==> src/rtl/car_parking_pkg.sv <==
// Shared types and constants for the parking controller.
//   park_state_e : controller mode (RUN / LOCK)
//   DEF_*        : default parameter values
//   lfsr_taps()  : Galois feedback mask for a maximal-length LFSR of width 4..16
package car_parking_pkg;

  typedef enum logic {
    RUN  = 1'b0,
    LOCK = 1'b1
  } park_state_e;

  localparam int unsigned DEF_N_SLOTS  = 8;
  localparam int unsigned DEF_CODE_W   = 8;
  localparam int unsigned DEF_MAX_FAIL = 3;
  localparam int unsigned FAIL_W       = 4;

  // Right-shift Galois feedback masks, one maximal-length polynomial per width.
  function automatic logic [15:0] lfsr_taps(input int unsigned w);
    case (w)
      4:       return 16'h000C;
      5:       return 16'h0014;
      6:       return 16'h0030;
      7:       return 16'h0060;
      8:       return 16'h00B8;
      9:       return 16'h0110;
      10:      return 16'h0240;
      11:      return 16'h0500;
      12:      return 16'h0E08;
      13:      return 16'h1C80;
      14:      return 16'h3802;
      15:      return 16'h6000;
      default: return 16'hB400;
    endcase
  endfunction

endpackage

==> src/rtl/free_slot_finder.sv <==
// Lowest-index free slot priority encoder.
//   occupied   : slot occupancy bitmap (1 = taken)
//   index_c    : lowest index whose bit is 0 (0 when none free)
//   any_free_c : at least one slot is free
module free_slot_finder #(
  parameter int unsigned N_SLOTS = 8,
  parameter int unsigned SLOT_W  = 3
) (
  input  logic [N_SLOTS-1:0] occupied,
  output logic [SLOT_W-1:0]  index_c,
  output logic               any_free_c
);

  // Scan from the top down so the lowest free index wins.
  always_comb begin
    index_c    = '0;
    any_free_c = 1'b0;
    for (int i = N_SLOTS - 1; i >= 0; i--) begin
      if (!occupied[i]) begin
        index_c    = SLOT_W'(i);
        any_free_c = 1'b1;
      end
    end
  end

endmodule

==> src/rtl/car_parking_ctrl.sv <==
// Car park controller: slot allocation with LFSR tickets, ticket-checked
// exits and lockout after repeated bad exit attempts.
//   clk, rst (async, active-low)
//   car_arrive / car_exit    : request levels, rising edge = one request
//   exit_from / exit_code    : claimed slot and ticket, sampled on exit edge
//   alarm_clr                : attendant release of lockout
//   park_valid/parking_slot/ticket_code : grant pulse, held slot and code
//   exit_ok / exit_err       : exit verdict pulses
//   can_park, alarm, occupancy, parking_register : status
module car_parking_ctrl
  import car_parking_pkg::*;
#(
  parameter int unsigned N_SLOTS  = DEF_N_SLOTS,
  parameter int unsigned CODE_W   = DEF_CODE_W,
  parameter int unsigned MAX_FAIL = DEF_MAX_FAIL,
  localparam int unsigned SLOT_W  = (N_SLOTS > 1) ? $clog2(N_SLOTS) : 1
) (
  input  logic               clk,
  input  logic               rst,
  input  logic               car_arrive,
  input  logic               car_exit,
  input  logic [SLOT_W-1:0]  exit_from,
  input  logic [CODE_W-1:0]  exit_code,
  input  logic               alarm_clr,
  output logic               park_valid,
  output logic [SLOT_W-1:0]  parking_slot,
  output logic [CODE_W-1:0]  ticket_code,
  output logic               can_park,
  output logic               exit_ok,
  output logic               exit_err,
  output logic               alarm,
  output logic [SLOT_W:0]    occupancy,
  output logic [N_SLOTS-1:0] parking_register
);

  localparam logic [CODE_W-1:0] TAPS = CODE_W'(lfsr_taps(CODE_W));
  localparam logic [SLOT_W:0]   FULL = (SLOT_W + 1)'(N_SLOTS);

  park_state_e        state_q, state_d;
  logic [FAIL_W-1:0]  fail_q, fail_d;
  logic               ready_q;
  logic               arr_q, ext_q;
  logic [CODE_W-1:0]  lfsr_q, lfsr_d;
  logic [N_SLOTS-1:0] reg_q, reg_d;
  logic [SLOT_W:0]    occ_q, occ_d;
  logic [CODE_W-1:0]  codes_q [N_SLOTS];
  logic               pv_d, ok_d, err_d;
  logic [SLOT_W-1:0]  slot_d;
  logic [CODE_W-1:0]  tick_d;

  logic [SLOT_W-1:0]  free_idx;
  logic               any_free;
  logic               arr_edge, ext_edge, run, from_ok, exit_match, grant, exit_good, exit_bad;

  free_slot_finder #(.N_SLOTS(N_SLOTS), .SLOT_W(SLOT_W)) u_finder (
    .occupied   (reg_q),
    .index_c    (free_idx),
    .any_free_c (any_free)
  );

  // Request qualification; ready_q holds requests off for the first clock after reset.
  assign arr_edge   = car_arrive & ~arr_q & ready_q;
  assign ext_edge   = car_exit & ~ext_q & ready_q;
  assign run        = (state_q == RUN);
  assign from_ok    = ({1'b0, exit_from} < FULL);
  assign exit_match = from_ok && reg_q[exit_from] && (codes_q[exit_from] == exit_code);
  assign grant      = arr_edge & can_park & any_free;
  assign exit_good  = run & ext_edge & exit_match;
  assign exit_bad   = run & ext_edge & ~exit_match;

  assign can_park         = (occ_q < FULL) && run;
  assign alarm            = (state_q == LOCK);
  assign occupancy        = occ_q;
  assign parking_register = reg_q;

  // Next-state and registered-output logic.
  always_comb begin
    state_d = state_q;
    fail_d  = fail_q;
    lfsr_d  = lfsr_q[0] ? ((lfsr_q >> 1) ^ TAPS) : (lfsr_q >> 1);
    reg_d   = reg_q;
    occ_d   = occ_q + (SLOT_W + 1)'(grant) - (SLOT_W + 1)'(exit_good);
    pv_d    = grant;
    ok_d    = exit_good;
    err_d   = exit_bad;
    slot_d  = grant ? free_idx : parking_slot;
    tick_d  = grant ? lfsr_q : ticket_code;

    // Allocation reads the pre-cycle bitmap, so a slot freed now is never re-granted now.
    if (grant)     reg_d[free_idx]  = 1'b1;
    if (exit_good) reg_d[exit_from] = 1'b0;

    case (state_q)
      RUN: begin
        if (exit_good) begin
          fail_d = '0;
        end else if (exit_bad) begin
          if (fail_q >= FAIL_W'(MAX_FAIL - 1)) begin
            fail_d  = FAIL_W'(MAX_FAIL);
            state_d = LOCK;
          end else begin
            fail_d = fail_q + FAIL_W'(1);
          end
        end
      end
      LOCK: begin
        if (alarm_clr) begin
          state_d = RUN;
          fail_d  = '0;
        end
      end
      default: state_d = RUN;
    endcase
  end

  // State and output registers.
  always_ff @(posedge clk or negedge rst) begin
    if (!rst) begin
      state_q      <= RUN;
      fail_q       <= '0;
      ready_q      <= 1'b0;
      arr_q        <= 1'b0;
      ext_q        <= 1'b0;
      lfsr_q       <= CODE_W'(1);
      reg_q        <= '0;
      occ_q        <= '0;
      park_valid   <= 1'b0;
      exit_ok      <= 1'b0;
      exit_err     <= 1'b0;
      parking_slot <= '0;
      ticket_code  <= '0;
    end else begin
      state_q      <= state_d;
      fail_q       <= fail_d;
      ready_q      <= 1'b1;
      arr_q        <= car_arrive;
      ext_q        <= car_exit;
      lfsr_q       <= lfsr_d;
      reg_q        <= reg_d;
      occ_q        <= occ_d;
      park_valid   <= pv_d;
      exit_ok      <= ok_d;
      exit_err     <= err_d;
      parking_slot <= slot_d;
      ticket_code  <= tick_d;
    end
  end

  // Ticket store, written with the code issued at grant time.
  always_ff @(posedge clk or negedge rst) begin
    if (!rst) begin
      for (int i = 0; i < N_SLOTS; i++) codes_q[i] <= '0;
    end else if (grant) begin
      codes_q[free_idx] <= lfsr_q;
    end
  end

endmodule

==> config.mk <==
export PLATFORM = sky130hd
export DESIGN_NAME = car_parking_ctrl
export DESIGN_NICKNAME = d
export VERILOG_FILES = /design/src/rtl/car_parking_pkg.sv /design/src/rtl/free_slot_finder.sv /design/src/rtl/car_parking_ctrl.sv
export SDC_FILE = /design/constraint.sdc
export NUM_CORES = 1
export LEC_CHECK = 0
export CELL_PAD_IN_SITES_DETAIL_PLACEMENT = 2
export CELL_PAD_IN_SITES_GLOBAL_PLACEMENT = 2
export CORE_MARGIN = 2
export CORE_UTILIZATION = 40
export DETAILED_ROUTE_END_ITERATION = 12
export PLACE_DENSITY_LB_ADDON = 0.1
export SYNTH_ARGS = -nofsm -noshare
export SYNTH_HDL_FRONTEND = slang
export SYNTH_SLANG_ARGS = --single-unit
==> constraint.sdc <==
create_clock -name clk -period 3.4 [get_ports clk]
set_input_delay 0.34 -clock clk [delete_from_list [all_inputs] [get_ports clk]]
set_output_delay 0.34 -clock clk [all_outputs]
set_load 0.01 [all_outputs]
==> metrics.txt <==
outcome finished clean; worst stage delay on the critical path 0.52 ns; # rows 40; commonest non-fill, non-tap cell in the layout dfrtp_1; hold buffer count at CTS 0; die height 115 µm; post-synth top area share 53.2%; final setup fails 0; final setup margin 0.170 ns; Reg2Reg Setup Slack 0.37 ns; Main synth FF type dfrtp_1; sequential fraction of the synthesis area 53.8%; EDFF count, synth 0; setup TNS 0 ns; Netlist cell types 52; Total GRT Usage 22.0%; layout cells sized above 1 34.2%; Max Cap Viol 0; fin area 6050 µm²; first-pass GRT wire length 21.5 mm; final WL 13.5 mm; Worst Path Arrival 3.47 ns; CP max-delay cell clkdlybuf4s50_1; ANT cells 0; vias in the first global route 3,762; Final HPWL DP 8.96 mm; Syn-to-layout area delta 22.5%; Period minus WS final 3.23 ns; Synth Cell Area 4940 µm²; syn nets 400; Worst Path Class, Setup in2reg; worst reg-to-reg path cell count 12; CP required 3.64 ns; number of vias per cell 5.50; Setup Skew 0.00942 ns; Fin. Hold Viols 0; cell taking the most area after synthesis dfrtp_1; DRT Pass-1 Iters 4; fin crit share 95.0%; Worst Tran Pin Value 0.668 ns; Post-DP Area 5690 µm²; vias post-DR 3,298; largest cells by area after synthesis dfrtp_1, mux2_2, mux2i_1; CP most frequent cell inv_1; Routed Antenna Nets 0; CP top delay family buffers and inverters; crit path cell chain clkdlybuf4s50_1 -> buf_12 -> mux2i_2 -> o22ai_1 -> o21ai_0 -> nand4b_1 -> nor4_4 -> and2_4 -> ha_1 -> inv_1 -> ha_2 -> inv_1 -> fa_1 -> inv_1; I/O pins 44; nets 471; Pwr per Cell Area 525 nW/µm²; slew margin rel. 55.0%; metal2 WL 6.76 mm; met1 wire length 6.19 mm; Clock Path Buffers 2; CP Capture Type register; Lkg Pwr 2.89 nW; WL/cell 22.5 µm; asr flop ratio synth 100%; #FFs+latches synth 106; achievable frequency 310 MHz; Reg-to-Reg End occupancy[1]$_DFF_PN0_; initial core utilization 41.1%; max layer used met4; Critical Path Start Type input port; crit path max fanout 29; VDD IR max 0.273 mV; CTS tree done; Post-Syn Instances 377; initial antenna violation count 0; Residual DRC 0; Critical R2R Launch codes_q[0]$_DFFE_PN0P_; die footprint 13,200 µm²; total CTS buffers 9; pin count of the biggest net entering global routing 54; # port buffers 43; wire length on met3 358 µm; total power 3.17 mW; CTS sink count 106; pre-CTS setup slack -0.324 ns; Core ar. 12,000 µm²; GRT overflow 0; synth warn 0; CTS Root Cell clkbuf_16; Synth Area per Inst 13.1 µm²; clk_lat worst skew 0.35 ns; Final Max Tran Viols 0; type of the worst min-delay path in2async; Die X 115 µm; DR iter-0 viols 111; most frequent cells in the layout dfrtp_1, mux2_2, clkdlybuf4s50_1, buf_4, mux2i_1; Worst-path clk slew 0.06 ns; Final GP Congestion 0.740; CP bufs+invs 5; H-tree levels 3
==> power breakdown <==
group | leakage (nW) | switching (mW) | internal [mW]
sequential | 1.43 | 0.0980 | 1.36
combinational | 1.32 | 0.364 | 0.363
clock | 0.133 | 0.453 | 0.537
total | 2.89 | 0.915 | 2.26
==> synthesized netlist by cell type (all sizes together), types with 2 or more instances <==
library cell and instances:
a21oi 16, a22oi 4, a31oi 2, and2 3
and3 7, buf 11, clkbuf 10, dfrtp 105
ha 6, inv 14, mux2 76, mux2i 18
mux4 8, nand2 15, nand2b 5, nand3 4
nand4 4, nand4b 2, nor2 14, nor2b 5
nor3 6, nor4 2, o21ai 10, o22ai 4
xnor2 3, xor2 7
==> how the worst max path moves through the flow <==
stage / startpoint / endpoint / depth (start not counted)
finish: exit_from[0] / occupancy[1]$_DFF_PN0_ / 14
detailed placement: exit_from[1] / occupancy[2]$_DFF_PN0_ / 14
CTS: exit_from[1] / occupancy[2]$_DFF_PN0_ / 15
global placement: exit_from[1] / occupancy[1]$_DFF_PN0_ / 14
floorplan: exit_from[0] / occupancy[2]$_DFF_PN0_ / 14
global route: exit_from[2] / occupancy[2]$_DFF_PN0_ / 13
==> worst register-to-register path, delay by kind of cell, from the launching register on <==
kind	cells	cell delay [ns]
XOR/XNOR	1	0.18
buffers and inverters	3	0.17
multiplexers	2	0.68
adder cells (fa/ha/maj)	3	0.88
AND/OR/NAND/NOR	3	0.64
flip-flops	1	0.39
==> routing by layer <==
layer / track usage [%] / vias up
li1: - / 1484
met1: 29.8 / 1747
met2: 37.1 / 50
met3: 2.95 / 17
met4: 6.51 / 0
met5: 0 / -
==> state kept, by name, summed over array words and instances (netlist names) <==
name / cells
alarm: 1
arr_q: 1
codes_q: 64
exit_err: 1
exit_ok: 1
ext_q: 1
fail_q: 4
lfsr_q: 8
occupancy: 4
park_valid: 1
parking_register: 8
parking_slot: 3
ready_q: 1
ticket_code: 8
==> area by class of cell <==
class | count | area, µm²
Clock inverter | 2 | 12.5
Fill cell | 1201 | 5960
Sequential cell | 106 | 2650
Tap cell | 147 | 184
Multi-Input combinational cell | 236 | 2130
Clock buffer | 14 | 264
Timing Repair Buffer | 81 | 748
Inverter | 14 | 52.6
==> cells by family (layout without fill, tap and decap cells) <==
group / Yosys count / after routing / synth area share [%]
and+or+nand+nor: 74 / 74 / 8.52
muxes: 102 / 102 / 24.7
other: 1 / 1 / 0.0760
adders and majority gates: 7 / 7 / 1.93
DFF: 106 / 106 / 53.8
buffers and inverters: 35 / 111 / 3.47
AOI/OAI and AO/OA: 42 / 42 / 5.75
xor gates and xnor gates: 10 / 10 / 1.77
==> timing repair <==
item	4_1_cts	5_1_grt
setup endpoints to repair	0	3
setup buffers	0	8
resized for setup	0	9
==> stage by stage <==
step | util (%) | hold WS (ns) | cells
detailed placement | 47.3 | 0.416 | 576
global route | 50.3 | 0.0500 | 600
floorplan | - | 0.0444 | 377
global placement | 47.3 | 0.426 | 576
CTS | 49.6 | 0.0416 | 592
finish | 50.3 | 0.0109 | 600
Note: power is estimated with default switching activity, not from simulation.
